[config.mk]
export PLATFORM = sky130hd
export DESIGN_NAME = setn_pulse_sequencer_flat
export DESIGN_NICKNAME = d
export VERILOG_FILES = /design/src/rtl/setn_pulse_sequencer_if.sv /design/src/rtl/setn_pulse_sequencer.sv /design/src/flat_wrapper.sv
export SDC_FILE = /design/constraint.sdc
export NUM_CORES = 1
export LEC_CHECK = 0
export ABC_AREA = 1
export ABC_CLOCK_PERIOD_IN_PS = 3200
export CAP_MARGIN = 15
export CORE_UTILIZATION = 58
export DETAILED_ROUTE_END_ITERATION = 10
export GPL_TIMING_DRIVEN = 1
export PLACE_DENSITY = 0.8
export SYNTH_ARGS = -nofsm -noshare
export SYNTH_HDL_FRONTEND = slang
export SYNTH_SLANG_ARGS = --single-unit
[constraint.sdc]
create_clock -name clk -period 3.2 [get_ports clk]
set_input_delay 0.32 -clock clk [delete_from_list [all_inputs] [get_ports clk]]
set_output_delay 0.32 -clock clk [all_outputs]
set_load 0.01 [all_outputs]
[src/rtl/setn_pulse_sequencer_if.sv]
`default_nettype none
// ============================================================================
// Module      : setn_pulse_sequencer_if
// Description : Request/status bundle between a controller and the SETN
//               pulse sequencer.
//                 set_req  controller -> sequencer, level preset request
//                 set_ack  sequencer -> controller, one-cycle completion pulse
//                 setn     sequencer -> flop bank, active-low preset
//                 clken    sequencer -> CLKN gate, clock enable
//                 busy     sequencer -> controller, sequence in progress
// Revision    : 1.0 - initial release
// ============================================================================
interface setn_pulse_sequencer_if;
  logic set_req;
  logic set_ack;
  logic setn;
  logic clken;
  logic busy;

  modport master (
    output set_req,
    input  set_ack,
    input  setn,
    input  clken,
    input  busy
  );

  modport slave (
    input  set_req,
    output set_ack,
    output setn,
    output clken,
    output busy
  );
endinterface
`default_nettype wire

[src/rtl/setn_pulse_sequencer.sv]
`default_nettype none
// ============================================================================
// Module      : setn_pulse_sequencer
// Description : Generates a glitch-free active-low preset (setn) for a bank of
//               negative-edge set-flops, with the downstream CLKN gate held
//               off (clken=0) while the preset is asserted and for a recovery
//               window afterwards.
// Ports       : clk  - single clock, all state on rising edge
//               rn   - asynchronous active-low reset, release synchronised
//               bus  - slave side of setn_pulse_sequencer_if
//                      (set_req in; set_ack, setn, clken, busy out)
// Parameters  : SET_W - cycles setn is held low (1..15)
//               REC_W - cycles of setn high / clken low before release (0..15)
// Revision    : 1.0 - initial release
// ============================================================================
module setn_pulse_sequencer #(
  parameter int SET_W = 4,
  parameter int REC_W = 2
) (
  input  wire logic                  clk,
  input  wire logic                  rn,
  setn_pulse_sequencer_if.slave      bus
);

  localparam int C_SET_M1 = (SET_W > 0) ? SET_W - 1 : 0;
  localparam int C_REC_M1 = (REC_W > 0) ? REC_W - 1 : 0;
  localparam logic [3:0] c_set_load = C_SET_M1[3:0];
  localparam logic [3:0] c_rec_load = C_REC_M1[3:0];

  typedef enum logic [1:0] {
    ST_IDLE    = 2'd0,
    ST_ASSERT  = 2'd1,
    ST_RECOVER = 2'd2,
    ST_DONE    = 2'd3
  } state_t;

  logic [1:0] r_sync;
  logic       w_run;
  state_t     r_state;
  logic [3:0] r_cnt;
  logic       r_pend;
  logic       r_reqf;
  logic       r_setn;
  logic       r_clken;
  logic       r_ack;
  logic       r_busy;

  // Reset release synchroniser: the FSM stays frozen in its reset (ASSERT)
  // state until a 1 has walked through both flops.
  always_ff @(posedge clk or negedge rn) begin
    if (!rn) begin
      r_sync <= 2'b00;
    end else begin
      r_sync <= {r_sync[0], 1'b1};
    end
  end

  assign w_run = r_sync[1];

  // Outputs are registered alongside the state so setn/clken come straight
  // from flops. Reset lands in ASSERT so the flop bank is preset immediately
  // and a full (unacknowledged) sequence runs after release.
  always_ff @(posedge clk or negedge rn) begin
    if (!rn) begin
      r_state <= ST_ASSERT;
      r_cnt   <= c_set_load;
      r_pend  <= 1'b0;
      r_reqf  <= 1'b0;
      r_setn  <= 1'b0;
      r_clken <= 1'b0;
      r_ack   <= 1'b0;
      r_busy  <= 1'b1;
    end else if (w_run) begin
      r_ack <= 1'b0;
      case (r_state)
        ST_IDLE: begin
          // A stored pending request starts a sequence just like a live one.
          if (bus.set_req || r_pend) begin
            r_state <= ST_ASSERT;
            r_cnt   <= c_set_load;
            r_pend  <= 1'b0;
            r_reqf  <= 1'b1;
            r_setn  <= 1'b0;
            r_clken <= 1'b0;
            r_busy  <= 1'b1;
          end
        end

        ST_ASSERT: begin
          if (bus.set_req) begin
            r_pend <= 1'b1;
          end
          if (r_cnt == 4'd0) begin
            if (REC_W == 0) begin
              // No recovery window: setn and clken rise together.
              r_state <= ST_DONE;
              r_setn  <= 1'b1;
              r_clken <= 1'b1;
              r_ack   <= r_reqf;
            end else begin
              r_state <= ST_RECOVER;
              r_cnt   <= c_rec_load;
              r_setn  <= 1'b1;
            end
          end else begin
            r_cnt <= r_cnt - 4'd1;
          end
        end

        ST_RECOVER: begin
          if (bus.set_req) begin
            r_pend <= 1'b1;
          end
          if (r_cnt == 4'd0) begin
            r_state <= ST_DONE;
            r_clken <= 1'b1;
            r_ack   <= r_reqf;
          end else begin
            r_cnt <= r_cnt - 4'd1;
          end
        end

        ST_DONE: begin
          if (bus.set_req) begin
            r_pend <= 1'b1;
          end
          r_state <= ST_IDLE;
          r_reqf  <= 1'b0;
          r_busy  <= 1'b0;
        end

        default: begin
          r_state <= ST_IDLE;
          r_setn  <= 1'b1;
          r_clken <= 1'b1;
          r_busy  <= 1'b0;
        end
      endcase
    end
  end

  assign bus.set_ack = r_ack;
  assign bus.setn    = r_setn;
  assign bus.clken   = r_clken;
  assign bus.busy    = r_busy;

endmodule
`default_nettype wire

[src/flat_wrapper.sv]
// flat-port wrapper written by rule: the top's interface ports become plain ports
module setn_pulse_sequencer_flat 
#(
  parameter int SET_W = 4,
  parameter int REC_W = 2
)
  (clk, rn, bus_set_req, bus_set_ack, bus_setn, bus_clken, bus_busy);
  setn_pulse_sequencer_if bus_i ();
  input  wire logic clk;
  input  wire logic rn;
  input wire logic [$bits(bus_i.set_req)-1:0] bus_set_req;
  output wire logic [$bits(bus_i.set_ack)-1:0] bus_set_ack;
  output wire logic [$bits(bus_i.setn)-1:0] bus_setn;
  output wire logic [$bits(bus_i.clken)-1:0] bus_clken;
  output wire logic [$bits(bus_i.busy)-1:0] bus_busy;
  assign bus_i.set_req = bus_set_req;
  assign bus_set_ack = bus_i.set_ack;
  assign bus_setn = bus_i.setn;
  assign bus_clken = bus_i.clken;
  assign bus_busy = bus_i.busy;
  setn_pulse_sequencer #(.SET_W(SET_W), .REC_W(REC_W)) u_core (.clk(clk), .rn(rn), .bus(bus_i));
endmodule
# Word-level counts from Yosys, hierarchy flattened
# Index checks and enable logic that the tools add are counted.
# Widths: inputs -> output; s select.
[word_totals] inputBits=3 output_inout_bits=4 n_memories=0 ff_bits=14 mem_bits_ro=0 word_cells=50 latchBits=0 mem_bits_rw=0
[op_classes] mul=0 n_eq_ne=8 bitwise=0 add_sub_neg=1 mux=18 n_reduce_logical=14 n_shift=0 n_div=0 n_lt_le_gt_ge=0
[op_table] op="$reduce_and 4->1" count=4
[op_table] op="$mux 4" count=3
[op_table] op="$pmux 4 s3" count=1
[op_table] op="$ne 2x1->1 const B" count=4
[op_table] op="$pmux 1 s2" count=4
[op_table] op="$pmux 2 s4" count=1
[op_table] op="$mux 1" count=6
[op_table] op="$mux 2" count=3
[op_table] op="$reduce_and 3->1" count=2
[op_table] op="$reduce_bool 2->1" count=3
[op_table] op="$eq 2x2->1 const B" count=2
[op_table] op="$logic_not 4->1" count=1
[op_table] op="$sub 4x1->4 const B" count=1
[op_table] op="$reduce_bool 3->1" count=1
[op_table] op="$reduce_or 3->1" count=1
[op_table] op="$eq 2x1->1 const B" count=1
[op_table] op="$logic_not 2->1" count=1
[op_table] op="$ne 2x2->1 const B" count=1
[op_table] op="$logic_or 1x1->1" count=1

# Depth between registers and ports, before layout
# Gate-level depths: netlist of run 1.
[depth] word_depth=4 ltp_mapped=9 ltp_nobuf=9

# Least setup slack after synthesis of run 1
# No wires, ideal clock.
[synth_path] path_kind="flip-flop to flip-flop" startpoint="register u_core.r_state[0]" endpoint="register u_core.r_setn, in the netlist u_core.bus.setn" arrival_ps=1358 path_slack_ps=1718 t_required_ps=3076 stages_incl_launch_ff=9 path_buffers=0 cell_sequence="dfstp_2 -> inv_1 -> ha_1 -> nand2_1 -> nand2_2 -> nor2_1 -> nand2_1 -> nand2_1 -> o31ai_1"
[synth_via] elab_chain_len=3
[synth_rtl] element="from (decl)" line_no="setn_pulse_sequencer.sv:39" source="state_t r_state;"
[synth_rtl] element="from (signal assigned)" line_no="setn_pulse_sequencer.sv:65" source="r_state <= ST_ASSERT;"
[synth_rtl] element="from (signal assigned)" line_no="setn_pulse_sequencer.sv:79" source="r_state <= ST_ASSERT;"
[synth_rtl] element="from (signal assigned)" line_no="setn_pulse_sequencer.sv:96" source="r_state <= ST_DONE;"
[synth_rtl] element="$eq 2x1->1 or $logic_not 2->1 (tied branches)" line_no="setn_pulse_sequencer.sv:75" source="case (r_state)"
[synth_rtl] element="$ne 2x1->1 (no source line) or $reduce_bool 2->1 (tied branches)"
[synth_rtl] element="$reduce_and 4->1 (no source line)"
[synth_rtl] element="to (signal assigned)" line_no="setn_pulse_sequencer.sv:69" source="r_setn <= 1'b0;"
[synth_rtl] element="to (signal assigned)" line_no="setn_pulse_sequencer.sv:83" source="r_setn <= 1'b0;"
[synth_rtl] element="to (signal assigned)" line_no="setn_pulse_sequencer.sv:97" source="r_setn <= 1'b1;"
[synth_rtl] element="to (decl)" line_no="setn_pulse_sequencer.sv:43" source="logic r_setn;"
# Several ways; a longest one is shown, not always the timed one.
# A chain may end at the register's enable or synchronous reset.

# Final worst setup path of run 1
# Ends and elaborated chain as after synthesis.

==> metrics.txt, run 1 <==
Mapped Nets=106; relative slew slack=58.2%; H-tree depth=1; final setup fails=0; 1st-iter DRT viols=12; setup_tns=0 ps; Most flops, register=u_core.r_cnt; power per cell area=1030 mW/mm²; clock tree root buffer cell=clkbuf_4; mean post-synth cell area=8.49 µm²; fmax=0.592 GHz; post-layout min period=1690 ps; RSZ-0062 raised after global routing=no; largest net degree at the start of global routing=15; Post-Synthesis Cells=95; vias per cell=5.52; Unique masters post-synth=22; Nets=117; Worst Hold Margin=371 ps; Max-Cap Viols=0; HP Start=u_core.r_sync[0]; drt wl/cell=14.3 µm; synth warn=0; final worst clock skew=8.03 ps; status=complete, no violations; HPWL after DPL=1280 µm; # Post-CTS Setup Buffers=0; Worst Hold Path EP=u_core.r_sync[1]; drt first pass iters=4; Critical Path Max Stage Delay=570 ps; Post-Route WL=1720 µm; crit end category=flop; Critical Path RT=3380 ps; Final period util=52.8%; Area growth syn-to-layout=14.3%; post-synthesis cell area=807 µm²; Port-buffer cells=6; Area contributors post-synth=dfrtp_1 (31%), dfstp_2 (13%), ha_1 (12%), nand2_1 (10%), inv_1 (7.4%); Reg2Reg Depth=8; GRT Overall Usage=26.5%; r2r endpoint=u_core.bus.setn; CTS tree=done; die area=0.00154 mm²; CP most frequent cell=nand2_1; Crit path arrival time=1870 ps; vias in the first global route=593; TritonCTS Buffers=3; max FFs per register=4; post-CTS sizing=0; most frequent cells in the layout=nand2_1 (22), inv_1 (16), dfrtp_1 (10); Worst path slowest cell=dfstp_2; multi-input logic area=388 µm²; Initial Utilization=62.0%; CP max FO=7; total gr overflow=0; CP startpoint=u_core.r_state[0]; clock transition at the registers of the reported paths=80 ps; worst hold path depth=0; # rows=13; hold buffers post-CTS=0; register area=355 µm²; Filler Cell Count=108; Routed Antenna Nets=0; FF-to-FF setup slack=1510 ps; DR vias=662; I/O Pins=7; Reg2Reg Launch Point=u_core.r_state[0]; diodes inserted=0; Leak Pwr=0.000474 µW; HP Class=reg -> reg; most common cell after layout, fill and taps aside=nand2_1; Least-Margin Pin Slew=625 ps; first-pass GRT wire length=2640 µm; sequential area share after synthesis=44.0%; final estimated routing congestion in global placement=0.815; final hold violations=0; CP Launch Type=flop; Die H=39.3 µm; clock sinks=14; area leader, netlist=dfrtp_1; Core ar.=0.00130 mm²; DRC Markers=0; crit path kind=reg -> reg; area share of the largest cell type after synthesis=31.0%; biggest regs=u_core.r_cnt: 4 flops, u_core.r_state: 2 flops, u_core.r_sync: 2 flops; clk_lat worst skew=290 ps; share of post-route cells with drive strength above 1=18.1%; CTS Buffer Depth=2; Final Max Tran Viols=0; antenna violations before repair=0; die width=39.3 µm; crit path cell chain=inv_1, ha_1, nand2_1, nand2_2, nor2_1, nand2_1, nand2_1, o31ai_1; register bit total from synthesis=14; peak supply drop=0.000500 V
[worst max path at each step]
stage	depth (start not counted)	end	slack (ps)
2_1_floorplan	8	u_core.bus.setn	1720
3_3_place_gp	8	u_core.bus.setn	1610
3_5_place_dp	8	u_core.bus.setn	1560
4_1_cts	8	u_core.bus.setn	1520
5_1_grt	8	u_core.bus.setn	1360
6_report	8	u_core.bus.setn	1510
[worst max-delay path: cells and delay by family, from the launching register on]
kind	cells	cell delay, ps
and+or+nand+nor	5	600
DFF	1	570
buffers and inverters	1	90
AOI/OAI and AO/OA	1	60
adders and majority gates	1	250
[synthesized netlist by cell type]
master   instances
a21oi_1          4
a31o_2           1
nor2_2           1
nand2_2          4
nor2_1           3
inv_2            1
o31ai_1          1
o21ai_0          5
o22ai_1          2
dfstp_2          4
ha_1             8
dfrtp_1         10
xor2_1           1
nand3_2          2
inv_1           16
nand4_1          1
nor2_4           1
nor3_1           2
nand2_1         22
conb_1           1
nand3_1          4
a21oi_2          1
[layer usage]
layer | global-route usage [%] | vias to the layer above | share of wire, %
li1 | - | 317 | -
met1 | 32.4 | 323 | 43
met2 | 44.6 | 19 | 52
met3 | 6.82 | 3 | 3.5
met4 | 9.48 | 0 | 1.1
met5 | 0 | - | 0
[area by class of cell]
type,count,share of cell area (%)
clock buffer,4,3.93
inverter,17,6.92
multi-input combinational,64,42.1
sequential,14,38.5
tap,15,2.04
timing repair buffer,6,6.51
[stage by stage]
stage               cells  worst slack, ps  total power (µW)  instance area (µm²)  utilization (%)
floorplan              95             1720               666                  807                -
global placement      116             1610               784                  886             68.1
detailed placement    116             1560               809                  886             68.1
CTS                   120             1520               944                  922             70.9
global route          120             1360              1030                  922             70.9
finish                120             1510               952                  922             70.9
[cells by family (layout without fill, tap and decap cells)]
group | after synthesis | after routing | share of synthesized area [%]
AO/OA/AOI/OAI | 14 | 14 | 10.2
buffers and inverters | 17 | 27 | 7.91
AND/OR/NAND/NOR | 40 | 40 | 23.9
other | 1 | 1 | 0.465
XOR/XNOR | 1 | 1 | 1.09
adder cells (fa/ha/maj) | 8 | 8 | 12.4
flip-flops | 14 | 14 | 44.0
[power by group]
part | total [µW] | internal [µW] | switching, µW
Sequential | 326 | 264 | 62.4
Combinational | 493 | 187 | 306
Clock | 132 | 69.4 | 63.0
Total | 952 | 521 | 432
No activity file was read; power rests on OpenSTA's default activity.
==> inputs of run 2 (changes only) <==
--- a/config.mk
+++ b/config.mk
@@ -6,12 +6,12 @@
 export NUM_CORES = 1
 export LEC_CHECK = 0
 export ABC_AREA = 1
-export ABC_CLOCK_PERIOD_IN_PS = 3200
+export ABC_CLOCK_PERIOD_IN_PS = 1600
 export CAP_MARGIN = 15
-export CORE_UTILIZATION = 58
+export CORE_UTILIZATION = 54
 export DETAILED_ROUTE_END_ITERATION = 10
 export GPL_TIMING_DRIVEN = 1
-export PLACE_DENSITY = 0.8
+export PLACE_DENSITY = 0.75
 export SYNTH_ARGS = -nofsm -noshare
 export SYNTH_HDL_FRONTEND = slang
 export SYNTH_SLANG_ARGS = --single-unit
==> constraint.sdc (replaced) <==
create_clock -name clk -period 1.6 [get_ports clk]
set_input_delay 0.16 -clock clk [delete_from_list [all_inputs] [get_ports clk]]
set_output_delay 0.16 -clock clk [all_outputs]
set_load 0.01 [all_outputs]
==> run 2 against run 1 <==
Against the previous run:
- utilization increased by 0.96 points
- first-iteration DRC count unchanged
- via count increased by 1.4%
- clock skew increased by 5.4 ps
- non-clock buffer count is 3 higher
- cell area is 5.2% higher
- critical path depth is 7 lower
- clock power grew 66%
- wire length is 5.9% lower
- global-route usage down 4.7 points
- worst setup slack worse by 1400 ps
- power grew 110%
==> metrics.txt, run 2 (synthesis gave the netlist of run 1 again) <==
diodes inserted=0 (unchanged); Area growth syn-to-layout=20.2% (was 14.3%); DRC Markers=0 (unchanged); drt first pass iters=4 (unchanged); Crit path arrival time=1360 ps (was 1870 ps); largest net degree at the start of global routing=15 (unchanged); relative slew slack=57.7% (was 58.2%); final setup fails=0 (unchanged); GRT Overall Usage=21.8% (was 26.5%); GR peak layer=met2 (unchanged); crit end category=primary output (was flop); final hold violations=0 (unchanged); 1st-iter DRT viols=12 (unchanged); PnR Total Power=1950 µW (was 952 µW); power per cell area=2010 mW/mm² (was 1030 mW/mm²); Post-Route WL=1620 µm (was 1720 µm); final estimated routing congestion in global placement=0.805 (was 0.815); die width=40.7 µm (was 39.3 µm); clk_lat worst skew=300 ps (was 290 ps); TritonCTS Buffers=3 (unchanged); final worst clock skew=13.4 ps (was 8.03 ps); peak supply drop=0.000977 V (was 0.000500 V); GR Layer Usage met3=8.15% (was 6.82%); multi-input logic area=423 µm² (was 388 µm²); fmax=0.658 GHz; CP Launch Type=flop (unchanged); antenna violations before repair=0 (unchanged); vias per cell=5.46 (was 5.52); H-tree depth=1 (unchanged); I/O Pins=7 (unchanged); biggest regs=u_core.r_cnt: 4 flops, u_core.r_state: 2 flops, u_core.r_sync: 2 flops (unchanged); Most flops, register=u_core.r_cnt (unchanged); Nets=120 (was 117); Reg2Reg Launch Point=u_core.r_state[1] (was u_core.r_state[0]); Filler Cell Count=98 (was 108); DR vias=671 (was 662); Routed Antenna Nets=0 (unchanged); clock sinks=14 (unchanged); CTS Buffer Depth=2 (unchanged); Critical Path Max Stage Delay=540 ps (was 570 ps); clock tree root buffer cell=clkbuf_4 (unchanged); vias in the first global route=505 (was 593); register area=355 µm² (unchanged); HP Class=in -> async (was reg -> reg); max FFs per register=4 (unchanged); final non-filler cell total=123 (was 120); Post-DP Area=893 µm² (was 886 µm²); Die H=40.7 µm (was 39.3 µm); delay-heaviest family, CP=flip-flops (was simple AND/OR/NAND/NOR gates); CP max FO=2 (was 7); crit path kind=reg -> out (was reg -> reg); Final Max Tran Viols=0 (unchanged); Final period util=95.0%; Core ar.=0.00135 mm² (was 0.00130 mm²); Worst path slowest cell=dfstp_2 (unchanged); most common cell after layout, fill and taps aside=nand2_1 (unchanged); RSZ-0062 raised after global routing=no (unchanged); dpl ws=-0.414 ps (was 1560 ps); Critical Path RT=1440 ps (was 3380 ps); met2 Usage GRT=32.9% (was 44.6%); Max-Cap Viols=0 (unchanged); Port-buffer cells=6 (unchanged); first-pass GRT wire length=2190 µm (was 2640 µm); Final WS setup=80.4 ps (was 1510 ps); Least-Margin Pin Slew=632 ps (was 625 ps); total gr overflow=0 (unchanged); # rows=13 (unchanged); post-layout min period=1520 ps; Initial Utilization=59.8% (was 62.0%); clock transition at the registers of the reported paths=90 ps (was 80 ps); most frequent cells in the layout=nand2_1 (21), inv_1 (15), dfrtp_1 (10) (was nand2_1 (22), inv_1 (16), dfrtp_1 (10)); WP buf/inv=1 (unchanged); Placed Cells=117 (was 116); Util after Layout=71.8% (was 70.9%); r2r endpoint=u_core.r_reqf (was u_core.bus.setn); Finished Cell Area=970 µm² (was 922 µm²); HPWL after DPL=1130 µm (was 1280 µm); hold buffers post-CTS=0 (unchanged); Reg2Reg Depth=8 (unchanged); share of post-route cells with drive strength above 1=24.1% (was 18.1%); drt wl/cell=13.1 µm (was 14.3 µm); Leak Pwr=0.000482 µW (was 0.000474 µW); crit path cell chain=clkdlybuf4s50_1 (was inv_1, ha_1, nand2_1, nand2_2, nor2_1, nand2_1, nand2_1, o31ai_1); status=complete, no violations (unchanged); CTS tree=done (unchanged); FF-to-FF setup slack=120 ps (was 1510 ps); die area=0.00165 mm² (was 0.00154 mm²); met1 Usage GRT=26.4% (was 32.4%)
## run 2: final cells by class
cell class,instances,share of cell area (%)
multi-input cells,64,43.6
flip-flops and latches,14,36.6
repair buffers,9,8.52
inverters,17,6.58
clock buffers,4,2.71
well taps,15,1.94
## run 2: power by group
part           internal, µW  leakage [µW]  switching (µW)
combinational           470      0.000301             623
sequential              527      0.000166             114
clock                  97.1     0.0000150             122
## run 2: metal layers
metal  wire length (µm)  vias up  part of all wire, %
met5                  0        -                    0
met4                 38        0                  2.4
met3                 73        5                  4.5
met2                765       21                   47
met1                739      321                   46
li1                   -      324                    -
## run 2: worst max path at each step
stage,endpoint,cells after the start,start
after floorplan,u_core.bus.setn,8,u_core.r_state[0]
after global placement,u_core.bus.setn,8,u_core.r_state[0]
after detailed placement,u_core.r_cnt[2],8,u_core.r_state[0]
after CTS,u_core.r_cnt[2],8,u_core.r_state[0]
after global routing,u_core.r_cnt[2],8,u_core.r_state[0]
final,bus_busy,1,u_core.bus.busy
## run 2: per-stage QoR
stage,hold slack [ps],TNS [ps]
6_report,247,0
3_5_place_dp,352,-0.414
2_1_floorplan,-136,0
4_1_cts,273,0
5_1_grt,311,0
3_3_place_gp,333,0
## run 2: worst reg2reg max path: stages (launching register included)
cell     delay, ps
dfrtp_1        440
inv_1          180
ha_4           180
nand2_2         80
nand2_4        120
nor2_1          70
buf_4          140
o22ai_1        120
inv_1           60
## run 2: timing repair
action	in CTS	in global routing
pin swaps	1	1
buffers inserted	0	2
endpoints found under the setup margin	4	7
resized for setup	2	6
==> inputs of run 3 (changes only) <==
--- a/config.mk
+++ b/config.mk
@@ -10,7 +10,6 @@
 export CAP_MARGIN = 15
 export CORE_UTILIZATION = 54
 export DETAILED_ROUTE_END_ITERATION = 10
-export GPL_TIMING_DRIVEN = 1
 export PLACE_DENSITY = 0.75
 export SYNTH_ARGS = -nofsm -noshare
 export SYNTH_HDL_FRONTEND = slang
==> results of run 3 <==
The final DEF is identical to that of run 2; final timing and power are the same.
